**config.mk**
```make
export PLATFORM = sky130hd
export DESIGN_NAME = audio_in_capture
export DESIGN_NICKNAME = d
export VERILOG_FILES = /design/src/rtl/audio_in_pkg.sv /design/src/rtl/audio_peak_meter.sv /design/src/rtl/audio_in_capture.sv
export SDC_FILE = /design/constraint.sdc
export NUM_CORES = 1
export LEC_CHECK = 0
export CORE_MARGIN = 3
export CORE_UTILIZATION = 64
export CTS_BUF_LIST = sky130_fd_sc_hd__clkbuf_4 sky130_fd_sc_hd__clkbuf_8
export DETAILED_ROUTE_END_ITERATION = 10
export DONT_BUFFER_PORTS = 1
export PLACE_DENSITY_LB_ADDON = 0.1
export SLEW_MARGIN = 20
export SYNTH_ARGS = -nofsm -noshare
export SYNTH_HDL_FRONTEND = slang
export SYNTH_HIERARCHICAL = 1
export SYNTH_SLANG_ARGS = --single-unit
```
**constraint.sdc**
```tcl
create_clock -name CLOCK_50 -period 1.8 [get_ports CLOCK_50]
set_clock_uncertainty 0.05 [all_clocks]
set_input_delay 0.36 -clock CLOCK_50 [delete_from_list [all_inputs] [get_ports CLOCK_50]]
set_output_delay 0.36 -clock CLOCK_50 [all_outputs]
set_load 0.005 [all_outputs]
```
**src/rtl/audio_in_pkg.sv**
```systemverilog
// Shared types and defaults for the audio input capture path.
package audio_in_pkg;

   typedef enum logic [1:0] {
      IDLE = 2'd0,
      HOLD = 2'd1,
      WAIT = 2'd2
   } cap_state_t;

   localparam int SAMPLE_W_DEF  = 16;
   localparam int LEVEL_W_DEF   = 7;
   localparam int DECAY_DIV_DEF = 50000;

   // Two's-complement extremes of a w-bit sample, as raw bit patterns.
   function automatic logic [31:0] sample_max(input int w);
      return (32'd1 << (w - 1)) - 32'd1;
   endfunction

   function automatic logic [31:0] sample_min(input int w);
      return 32'd1 << (w - 1);
   endfunction

endpackage

```
**src/rtl/audio_peak_meter.sv**
```systemverilog
// Decaying peak-level meter of the mono magnitude plus a sticky clip flag,
// both updated on the capture edge of the input stream.
module audio_peak_meter
   import audio_in_pkg::*;
#(
   parameter int SAMPLE_W  = SAMPLE_W_DEF,
   parameter int LEVEL_W   = LEVEL_W_DEF,
   parameter int DECAY_DIV = DECAY_DIV_DEF
) (
   input  logic                CLOCK_50,
   input  logic                resetn,
   input  logic                capture,
   input  logic                clear_clip,
   input  logic [SAMPLE_W-1:0] cap_left,
   input  logic [SAMPLE_W-1:0] cap_right,
   output logic [LEVEL_W-1:0]  peak_level,
   output logic                clip
);

   localparam int CNT_W = (DECAY_DIV > 1) ? $clog2(DECAY_DIV) : 1;
   localparam logic [CNT_W-1:0]    CNT_LAST = CNT_W'(DECAY_DIV - 1);
   localparam logic [SAMPLE_W-1:0] S_MAX    = SAMPLE_W'(sample_max(SAMPLE_W));
   localparam logic [SAMPLE_W-1:0] S_MIN    = SAMPLE_W'(sample_min(SAMPLE_W));

   logic signed [SAMPLE_W:0] sum;
   logic signed [SAMPLE_W:0] mono;
   logic [SAMPLE_W-1:0]      mag;
   logic [LEVEL_W-1:0]       cand;
   logic                     hit_rail;
   logic [CNT_W-1:0]         decay_cnt;
   logic                     decay_tick;

   // The halved sum always fits SAMPLE_W signed bits; only the most negative
   // value has no positive twin and is pinned to full scale.
   always_comb begin
      sum  = {cap_left[SAMPLE_W-1], cap_left} + {cap_right[SAMPLE_W-1], cap_right};
      mono = sum >>> 1;
      mag  = mono[SAMPLE_W-1:0];
      if (mono[SAMPLE_W]) begin
         if (mono[SAMPLE_W-1:0] == S_MIN)
            mag = S_MAX;
         else
            mag = ~mono[SAMPLE_W-1:0] + 1'b1;
      end
      cand = LEVEL_W'(mag >> (SAMPLE_W - 1 - LEVEL_W));
   end

   assign hit_rail = (cap_left == S_MAX) || (cap_left == S_MIN) ||
                     (cap_right == S_MAX) || (cap_right == S_MIN);

   assign decay_tick = (decay_cnt == CNT_LAST);

   always_ff @(posedge CLOCK_50 or negedge resetn) begin
      if (!resetn) begin
         decay_cnt  <= '0;
         peak_level <= '0;
         clip       <= 1'b0;
      end else begin
         decay_cnt <= decay_tick ? '0 : decay_cnt + 1'b1;

         // A capture swallows any decay step landing on the same edge.
         if (capture) begin
            if (cand > peak_level)
               peak_level <= cand;
         end else if (decay_tick && (peak_level != '0)) begin
            peak_level <= peak_level - 1'b1;
         end

         if (capture && hit_rail)
            clip <= 1'b1;
         else if (clear_clip)
            clip <= 1'b0;
      end
   end

endmodule

```
**src/rtl/audio_in_capture.sv**
```systemverilog
// Drains stereo words from the Audio_Controller input FIFO onto a valid/ready
// stream. Peak meter and clip flag are built only with AUDIO_IN_PEAK_EN.
//
// state | meaning
// IDLE  | pop the FIFO head whenever it is available and capture it
// HOLD  | pair presented on the stream, waiting for sample_ready
// WAIT  | one settle cycle so the FIFO flags reflect the last pop
module audio_in_capture
   import audio_in_pkg::*;
#(
   parameter int SAMPLE_W  = SAMPLE_W_DEF,
   parameter int LEVEL_W   = LEVEL_W_DEF,
   parameter int DECAY_DIV = DECAY_DIV_DEF
) (
   input  logic                CLOCK_50,
   input  logic                resetn,
   input  logic                audio_in_available,
   input  logic [31:0]         left_channel_audio_in,
   input  logic [31:0]         right_channel_audio_in,
   output logic                read_audio_in,
   output logic                sample_valid,
   input  logic                sample_ready,
   output logic [SAMPLE_W-1:0] sample_left,
   output logic [SAMPLE_W-1:0] sample_right,
   output logic [LEVEL_W-1:0]  peak_level,
   output logic                clip,
   input  logic                clear_clip
);

   cap_state_t          state;
   logic                pop_ok;
   logic [SAMPLE_W-1:0] head_left;
   logic [SAMPLE_W-1:0] head_right;

   assign head_left  = SAMPLE_W'(left_channel_audio_in  >> (32 - SAMPLE_W));
   assign head_right = SAMPLE_W'(right_channel_audio_in >> (32 - SAMPLE_W));

   assign pop_ok        = (state == IDLE) && audio_in_available;
   assign read_audio_in = pop_ok && resetn;

   always_ff @(posedge CLOCK_50 or negedge resetn) begin
      if (!resetn) begin
         state        <= IDLE;
         sample_valid <= 1'b0;
         sample_left  <= '0;
         sample_right <= '0;
      end else begin
         case (state)
            IDLE: begin
               if (audio_in_available) begin
                  sample_left  <= head_left;
                  sample_right <= head_right;
                  sample_valid <= 1'b1;
                  state        <= HOLD;
               end
            end
            HOLD: begin
               if (sample_ready) begin
                  sample_valid <= 1'b0;
                  state        <= WAIT;
               end
            end
            WAIT: begin
               state <= IDLE;
            end
            default: begin
               sample_valid <= 1'b0;
               state        <= IDLE;
            end
         endcase
      end
   end

`ifdef AUDIO_IN_PEAK_EN
   audio_peak_meter #(
      .SAMPLE_W  (SAMPLE_W),
      .LEVEL_W   (LEVEL_W),
      .DECAY_DIV (DECAY_DIV)
   ) u_peak_meter (
      .CLOCK_50   (CLOCK_50),
      .resetn     (resetn),
      .capture    (pop_ok),
      .clear_clip (clear_clip),
      .cap_left   (head_left),
      .cap_right  (head_right),
      .peak_level (peak_level),
      .clip       (clip)
   );
`else
   logic unused_clear_clip;
   assign unused_clear_clip = clear_clip;
   assign peak_level        = '0;
   assign clip              = 1'b0;
`endif

endmodule

```
After elaboration in Yosys (flattened, before gate mapping)
Index checks and enable logic that the tools add are counted.
W data, S select, Z words.
{"block": "op_classes", "eq_ne": 4, "n_reduce_logical": 6, "muxes": 6, "bitwise_logic": 1}
{"op": "$mux W2", "count": 2}
{"op": "$ne A2 B2 Y1 const B", "count": 2}
{"op": "$pmux W2 S2", "count": 1}
{"op": "$reduce_and A2 Y1", "count": 2}
{"op": "$pmux W1 S3", "count": 1}
{"op": "$reduce_and A3 Y1", "count": 1}
{"op": "$eq A2 B1 Y1 const B", "count": 1}
{"op": "$eq A2 B2 Y1 const B", "count": 1}
{"op": "$logic_and A1 B1 Y1", "count": 2}
{"op": "$logic_not A2 Y1", "count": 1}
{"op": "$mux W1", "count": 2}
{"op": "$not A1 Y1", "count": 1}
{"block": "word_totals", "wordCells": 21, "inputBits": 69, "out_inout_bits": 42, "ff_bits": 35}

Logic depth before layout (Yosys ltp)
Gate-level depths: netlist of the first run.
{"block": "logic_depth", "depth_word": 3, "ltp_mapped": 4, "depth_no_buf": 3}

Least setup slack after synthesis of the first run
OpenSTA, ideal clock, no wires.
{"block": "synth_timing", "path_kind": "register to output", "startpoint": "register state[0]", "endpoint": "output read_audio_in", "required_ps": 1390, "path_stages_with_launch": 5, "path_buffers": 1, "arrival_time_ps": 999, "setup_slack_ps": 391, "path_cell_list": "dfrtp_1 > nand2b_4 > nor2_8 > buf_12 > and2_1"}
{"block": "synth_between", "elab_chain_cells": 3}
{"element": "start, declared", "line_no": "audio_in_capture.sv:30", "rtl": "cap_state_t state;"}
{"element": "start signal, assigned", "line_no": "audio_in_capture.sv:43", "rtl": "state <= IDLE;"}
{"element": "start signal, assigned", "line_no": "audio_in_capture.sv:54", "rtl": "state <= HOLD;"}
{"element": "start signal, assigned", "line_no": "audio_in_capture.sv:60", "rtl": "state <= WAIT;"}
{"element": "$logic_not A2 Y1", "line_no": "audio_in_capture.sv:38", "rtl": "assign pop_ok = (state == IDLE) && audio_in_available;"}
{"element": "$logic_and A1 B1 Y1", "line_no": "audio_in_capture.sv:38"}
{"element": "$logic_and A1 B1 Y1", "line_no": "audio_in_capture.sv:39", "rtl": "assign read_audio_in = pop_ok && resetn;"}
{"element": "end, declared", "line_no": "audio_in_capture.sv:20", "rtl": "output logic read_audio_in,"}
Every way passes these cells.

Worst setup path in the final report of the first run
Same ends and word-level chain as after synthesis.

==> results of run 1 <==
-- cell families after synthesis --
kind of cell    share of synthesized area
buf+inv                            0.0801
flops                               0.566
simple gates                       0.0356
other cells                       0.00242
compound gates                     0.0121
mux                                 0.303
-- state kept, by name (all words and copies together) (netlist names) --
name / cells
state: 2
sample_right: 16
sample_left: 16
sample_valid: 1
-- layout make-up --
class / count / area share
flip-flops and latches: 35 / 0.537
multi-input cells: 49 / 0.351
repair buffers: 4 / 0.0353
clock buffers: 6 / 0.0314
clock inverters: 2 / 0.0215
well taps: 28 / 0.0215
inverters: 1 / 0.00230
-- placed cells by master, fill, tap and decap left out, drive strengths merged, types with 2 or more instances in the layout --
cell type,netlist,final
clkbuf,0,6
dfrtp,35,35
buf,11,3
nor2,2,2
conb,1,8
mux2,32,32
-- path summary, 6_finish.rpt --
path | start | endpoint
worst max-delay path | state[0] | read_audio_in
worst min-delay path | sample_ready | state[1]
worst max register to register | state[0] | sample_right[2]
worst min register to register | state[0] | sample_valid
max in group asynchronous | resetn | state[0]
min in group asynchronous | resetn | sample_right[7]
-- routing by layer --
metal	vias up	wire [microns]
li1	302	-
met5	-	0
met2	53	1180
met1	333	875
met3	7	339
met4	0	46
-- power groups by stage --
stage | Clock, mW | Sequential [mW] | Combinational, mW
after global placement | 0 | 1.36 | 0.598
after CTS | 0.587 | 1.36 | 0.640
after global routing | 0.631 | 1.40 | 0.683
after detailed placement | 0 | 1.37 | 0.615
after floorplan | 0 | 1.29 | 0.614
final | 0.570 | 1.35 | 0.634
==> out/summary.json, run 1 <==
{
  "status": "completed",
  "ordered_list_of_cells_on_the_worst_path": "nand2b_4 -> nor2_8 -> and2_1",
  "place.detailed.instances": 115,
  "via_count": 695,
  "cts_made_buffers": 5,
  "grt_busiest_layer": "met2",
  "grt_antenna_before_repair": 0,
  "die_y_extent_microns": 55.2,
  "synth.top_cells.by_count": "35 x sky130_fd_sc_hd__dfrtp_1, 29 x sky130_fd_sc_hd__mux2_4, 8 x sky130_fd_sc_hd__buf_4, 3 x sky130_fd_sc_hd__buf_12, 3 x sky130_fd_sc_hd__mux2_2",
  "max_freq_ghz": 0.606,
  "die-width_microns": 55.2,
  "design.die.area_sq_mm": 0.00304,
  "clock_insertion_delay_worst_skew_ns": 0.32,
  "drtAntennaViolNets": 0,
  "report.final.setup_viol": 0,
  "detail_route.iter0.violations": 5,
  "p_total_mw": 2.55,
  "critical_path_arrival_ns": 1.24,
  "globalRouteMet2Util": 0.258,
  "cts_max_path_buffers": 2,
  "rsz0062_at_grt": "no",
  "post_drt_via_cell_ratio": 5.56,
  "crit_path_max_incr_delay_ns": 0.41,
  "synth.largest_area_cell": "sky130_fd_sc_hd__dfrtp_1",
  "aggregate_negative_setup_slack_ns": 0,
  "antenna_cells_inserted": 0,
  "clockPowerShare": 0.223,
  "worst_setup_timing_slack_at_the_placement_stage_ns": 0.312,
  "ys_ff_latch": 35,
  "worst-endpoint-required_ns": 1.39,
  "avgRoutedWirePerCell_microns": 19.6,
  "max_capacitance_violation_count": 0,
  "synth_sequential_area_ratio": 0.566,
  "netlist-cell-type-count": 16,
  "regArea_sq_um": 876,
  "slack_of_the_critical_path_ns": 0.150,
  "number_of_global_route_vias_before_repair": 747,
  "cts.sinks": 35,
  "gr-usage-all-layers": 0.169,
  "ctsRootBufferMaster": "sky130_fd_sc_hd__clkbuf_4",
  "core_region_area_sq_mm": 0.00225,
  "post-cts-setup-buffer-count": 0,
  "power.density_cell_area_mw_per_mm2": 1570,
  "syn_inst": 89,
  "synthesis.yosys.warnings": 6,
  "power.switching_mw": 0.684,
  "internal_power_mw": 1.87,
  "clk_pin_slew_ns": 0.09,
  "min_delay_path_depth": 2,
  "numPortBuffers": 0,
  "finalWorstPathRequiredPeriod_ns": 1.65,
  "stdcell_count": 125,
  "timing.critical_path.slowest_stage_cell": "sky130_fd_sc_hd__dfrtp_1",
  "synth_enable_flop_cells": 0,
  "power_leakage_nw": 0.779,
  "design_area_sq_mm": 0.00163,
  "crit_cells": 3,
  "place.gp.congestion": 0.657,
  "ff2ff_setup_slack_ns": 0.31,
  "fin_util": 0.724,
  "finalCritPeriodShare": 0.917,
  "multi_input_comb_area_sq_um": 573,
  "synth_area_sq_mm": 0.00155,
  "finalMaxSlewViolations": 0,
  "cts_hold_buffers": 2,
  "crit_path_max_fanout": 6,
  "syn2layout_area_growth_pct": 5.50,
  "n_fill_cell": 150,
  "share_of_synthesized_registers_carrying_an_async_set_or_reset": 1.00,
  "synth_largest_type_area_fraction": 0.566,
  "p_sw_frac": 0.268,
  "combinationalPowerShare": 0.248,
  "grtUsageMet1": 0.191,
  "design.portCount": 111,
  "tritoncts": "yes",
  "htree_levels": 2,
  "path_buf_inv": 0,
  "detail_route.drc_violations": 0,
  "finalHoldWorstSlack_ns": 0.0907,
  "hpwlAfterDp_mm": 1.75,
  "detailed_place.area_sq_mm": 0.00152,
  "synthFlopType": "sky130_fd_sc_hd__dfrtp_1",
  "synthTopCellsByArea": "sky130_fd_sc_hd__dfrtp_1 57%, sky130_fd_sc_hd__mux2_4 28%, sky130_fd_sc_hd__buf_12 3.9%",
  "yosys.cell_count.top_type": "sky130_fd_sc_hd__dfrtp_1",
  "drive_above_1_share": 0.464,
  "floorplan.initialDensity": 0.686,
  "worstSetupStartpointType": "flop",
  "detail_route.wirelength_mm": 2.44,
  "max-vdd-ir-drop_mv": 1.02,
  "grt_overflow_total": 0,
  "placement_rows": 17,
  "finish.net_count": 165,
  "crit_type": "flop to output pin",
  "drt-pass1-iter-count": 4,
  "worst_hold_path_type": "input pin to flop",
  "reg2regPathDepth": 4,
  "post_synth.cell_area_avg_sq_um": 17.4,
  "timing_hold_violations_final": 0,
  "cp-end-kind": "output pin",
  "crit_family": "simple AND/OR/NAND/NOR gates",
  "met3_usage": 0.0777,
  "power.share.sequential": 0.529,
  "postCtsResizedCells": 0,
  "grt_start_max_net_pins": 36,
  "grt_pass1_wl_mm": 3.42
}
Note: power is estimated with default switching activity, not from simulation.
==> run 2: changes to the inputs <==
--- a/config.mk
+++ b/config.mk
@@ -6,9 +6,9 @@
 export NUM_CORES = 1
 export LEC_CHECK = 0
-export CORE_MARGIN = 3
 export CORE_UTILIZATION = 64
 export CTS_BUF_LIST = sky130_fd_sc_hd__clkbuf_4 sky130_fd_sc_hd__clkbuf_8
 export DETAILED_ROUTE_END_ITERATION = 10
 export DONT_BUFFER_PORTS = 1
+export GPL_ROUTABILITY_DRIVEN = 0
 export PLACE_DENSITY_LB_ADDON = 0.1
 export SLEW_MARGIN = 20
==> constraint.sdc (replaced) <==
create_clock -name CLOCK_50 -period 1.8 [get_ports CLOCK_50]
set_clock_uncertainty 0.05 [all_clocks]
set_input_delay 0.09 -clock CLOCK_50 [delete_from_list [all_inputs] [get_ports CLOCK_50]]
set_output_delay 0.09 -clock CLOCK_50 [all_outputs]
set_load 0.005 [all_outputs]
==> out/summary.json, run 2 (synthesis results as in run 1) <==
{
  "status": "completed",
  "grt_antenna_before_repair": 0,
  "fin_util": 0.874,
  "placement_rows": 17,
  "ctsRootBufferMaster": "sky130_fd_sc_hd__clkbuf_4",
  "tritoncts": "yes",
  "power_leakage_nw": 0.919,
  "design_area_sq_mm": 0.00197,
  "die_y_extent_microns": 51.2,
  "max_freq_ghz": 0.592,
  "n_fill_cell": 97,
  "rsz0062_at_grt": "no",
  "crit_type": "flop to output pin",
  "finalWorstPathRequiredPeriod_ns": 1.69,
  "cts.sinks": 35,
  "detailed_place.area_sq_mm": 0.00153,
  "worstSetupStartpointType": "flop",
  "die-width_microns": 51.2,
  "gr-usage-all-layers": 0.283,
  "numPortBuffers": 0,
  "drt-pass1-iter-count": 2,
  "worst_hold_path_type": "input pin to async pin",
  "drive_above_1_share": 0.344,
  "cp-end-kind": "output pin",
  "timing.critical_path.slowest_stage_cell": "sky130_fd_sc_hd__dfrtp_1",
  "cts_max_path_buffers": 2,
  "max_capacitance_violation_count": 0,
  "power.density_cell_area_mw_per_mm2": 1320,
  "grt_pass1_wl_mm": 4.90,
  "worst-endpoint-required_ns": 1.66,
  "stdcell_count": 159,
  "syn2layout_area_growth_pct": 27.4,
  "cts_made_buffers": 5,
  "clk_pin_slew_ns": 0.10,
  "most_used_cells_in_the_layout_excluding_fill_and_tap_cells": "35 x sky130_fd_sc_hd__dlygate4sd3_1, 35 x sky130_fd_sc_hd__dfrtp_1, 29 x sky130_fd_sc_hd__mux2_4, 8 x sky130_fd_sc_hd__conb_1, 6 x sky130_fd_sc_hd__clkbuf_4",
  "via_count": 842,
  "postCtsResizedCells": 0,
  "detail_route.drc_violations": 0,
  "grt_overflow_total": 0,
  "timing_hold_violations_final": 0,
  "avgRoutedWirePerCell_microns": 19.8,
  "detail_route.wirelength_mm": 3.16,
  "p_total_mw": 2.60,
  "ff2ff_setup_slack_ns": 0.24,
  "finalCritPeriodShare": 0.939,
  "slack_of_the_critical_path_ns": 0.110,
  "max-vdd-ir-drop_mv": 1.05,
  "critical_path_arrival_ns": 1.55,
  "drtAntennaViolNets": 0,
  "report.final.setup_viol": 0,
  "place.detailed.instances": 115,
  "finish.net_count": 199,
  "finalHoldWorstSlack_ns": 0.158,
  "grt_start_max_net_pins": 36,
  "worst_setup_timing_slack_at_the_placement_stage_ns": 0.265,
  "clock_insertion_delay_worst_skew_ns": 0.34,
  "aggregate_negative_setup_slack_ns": 0,
  "ordered_list_of_cells_on_the_worst_path": "nand2b_4 -> nor2_8 -> buf_12 -> and2_1",
  "finalMaxSlewViolations": 0,
  "post_drt_via_cell_ratio": 5.30,
  "core_region_area_sq_mm": 0.00225,
  "post-cts-setup-buffer-count": 0,
  "path_buf_inv": 1,
  "crit_path_max_incr_delay_ns": 0.43,
  "design.portCount": 111,
  "floorplan.initialDensity": 0.686,
  "antenna_cells_inserted": 0,
  "number_of_global_route_vias_before_repair": 983,
  "top_regs": "sample_left x16, sample_right x16, state x2",
  "crit_path_max_fanout": 12,
  "design.die.area_sq_mm": 0.00262,
  "htree_levels": 2,
  "detail_route.iter0.violations": 5,
  "crit_family": "simple AND/OR/NAND/NOR gates"
}
-- run 2: cell count changes in the layout (fill, tap and decap cells not counted), sizes merged --
cell / previous run / this run
clkinv: 1 / 0
clkbuf: 6 / 8
dlygate4sd3: 1 / 35
bufinv: 1 / 0
-- run 2: cell type report --
type / instances / area [sq um] / area share
clock buffer: 8 / 72.6 / 0.0368
multi-input combinational: 49 / 573 / 0.291
tap: 28 / 35.0 / 0.0178
sequential: 35 / 876 / 0.444
timing repair buffer: 38 / 410 / 0.208
inverter: 1 / 3.75 / 0.00190
-- run 2: what timing repair did --
item / CTS / global route
setup endpoints to repair: 0 / 0
hold buffers: 36 / 0
hold endpoints to repair: 70 / 0
-- run 2: report_power, final --
group          switching, mW  internal (mW)  leakage (nW)
Clock                  0.257          0.245        0.0420
Sequential             0.270           1.09         0.409
Combinational          0.223          0.510         0.468
-- run 2: final timing paths --
path / startpoint / to / cells after the start
worst min-delay path: resetn / sample_left[10] / 2
worst min register to register: sample_right[14] / sample_right[14] / 1
worst max register to register: state[0] / sample_left[11] / 4
max in group asynchronous: resetn / sample_right[1] / 2
min in group CLOCK_50: resetn / read_audio_in / 1
worst max-delay path: state[0] / read_audio_in / 4
-- run 2: metal layers --
layer  track usage  routed length, microns  up-vias
met2         0.482                    1680       51
met3         0.101                     248        7
met5             0                       0        -
met1         0.302                    1150      418
met4         0.157                      74        0
li1              -                       -      366
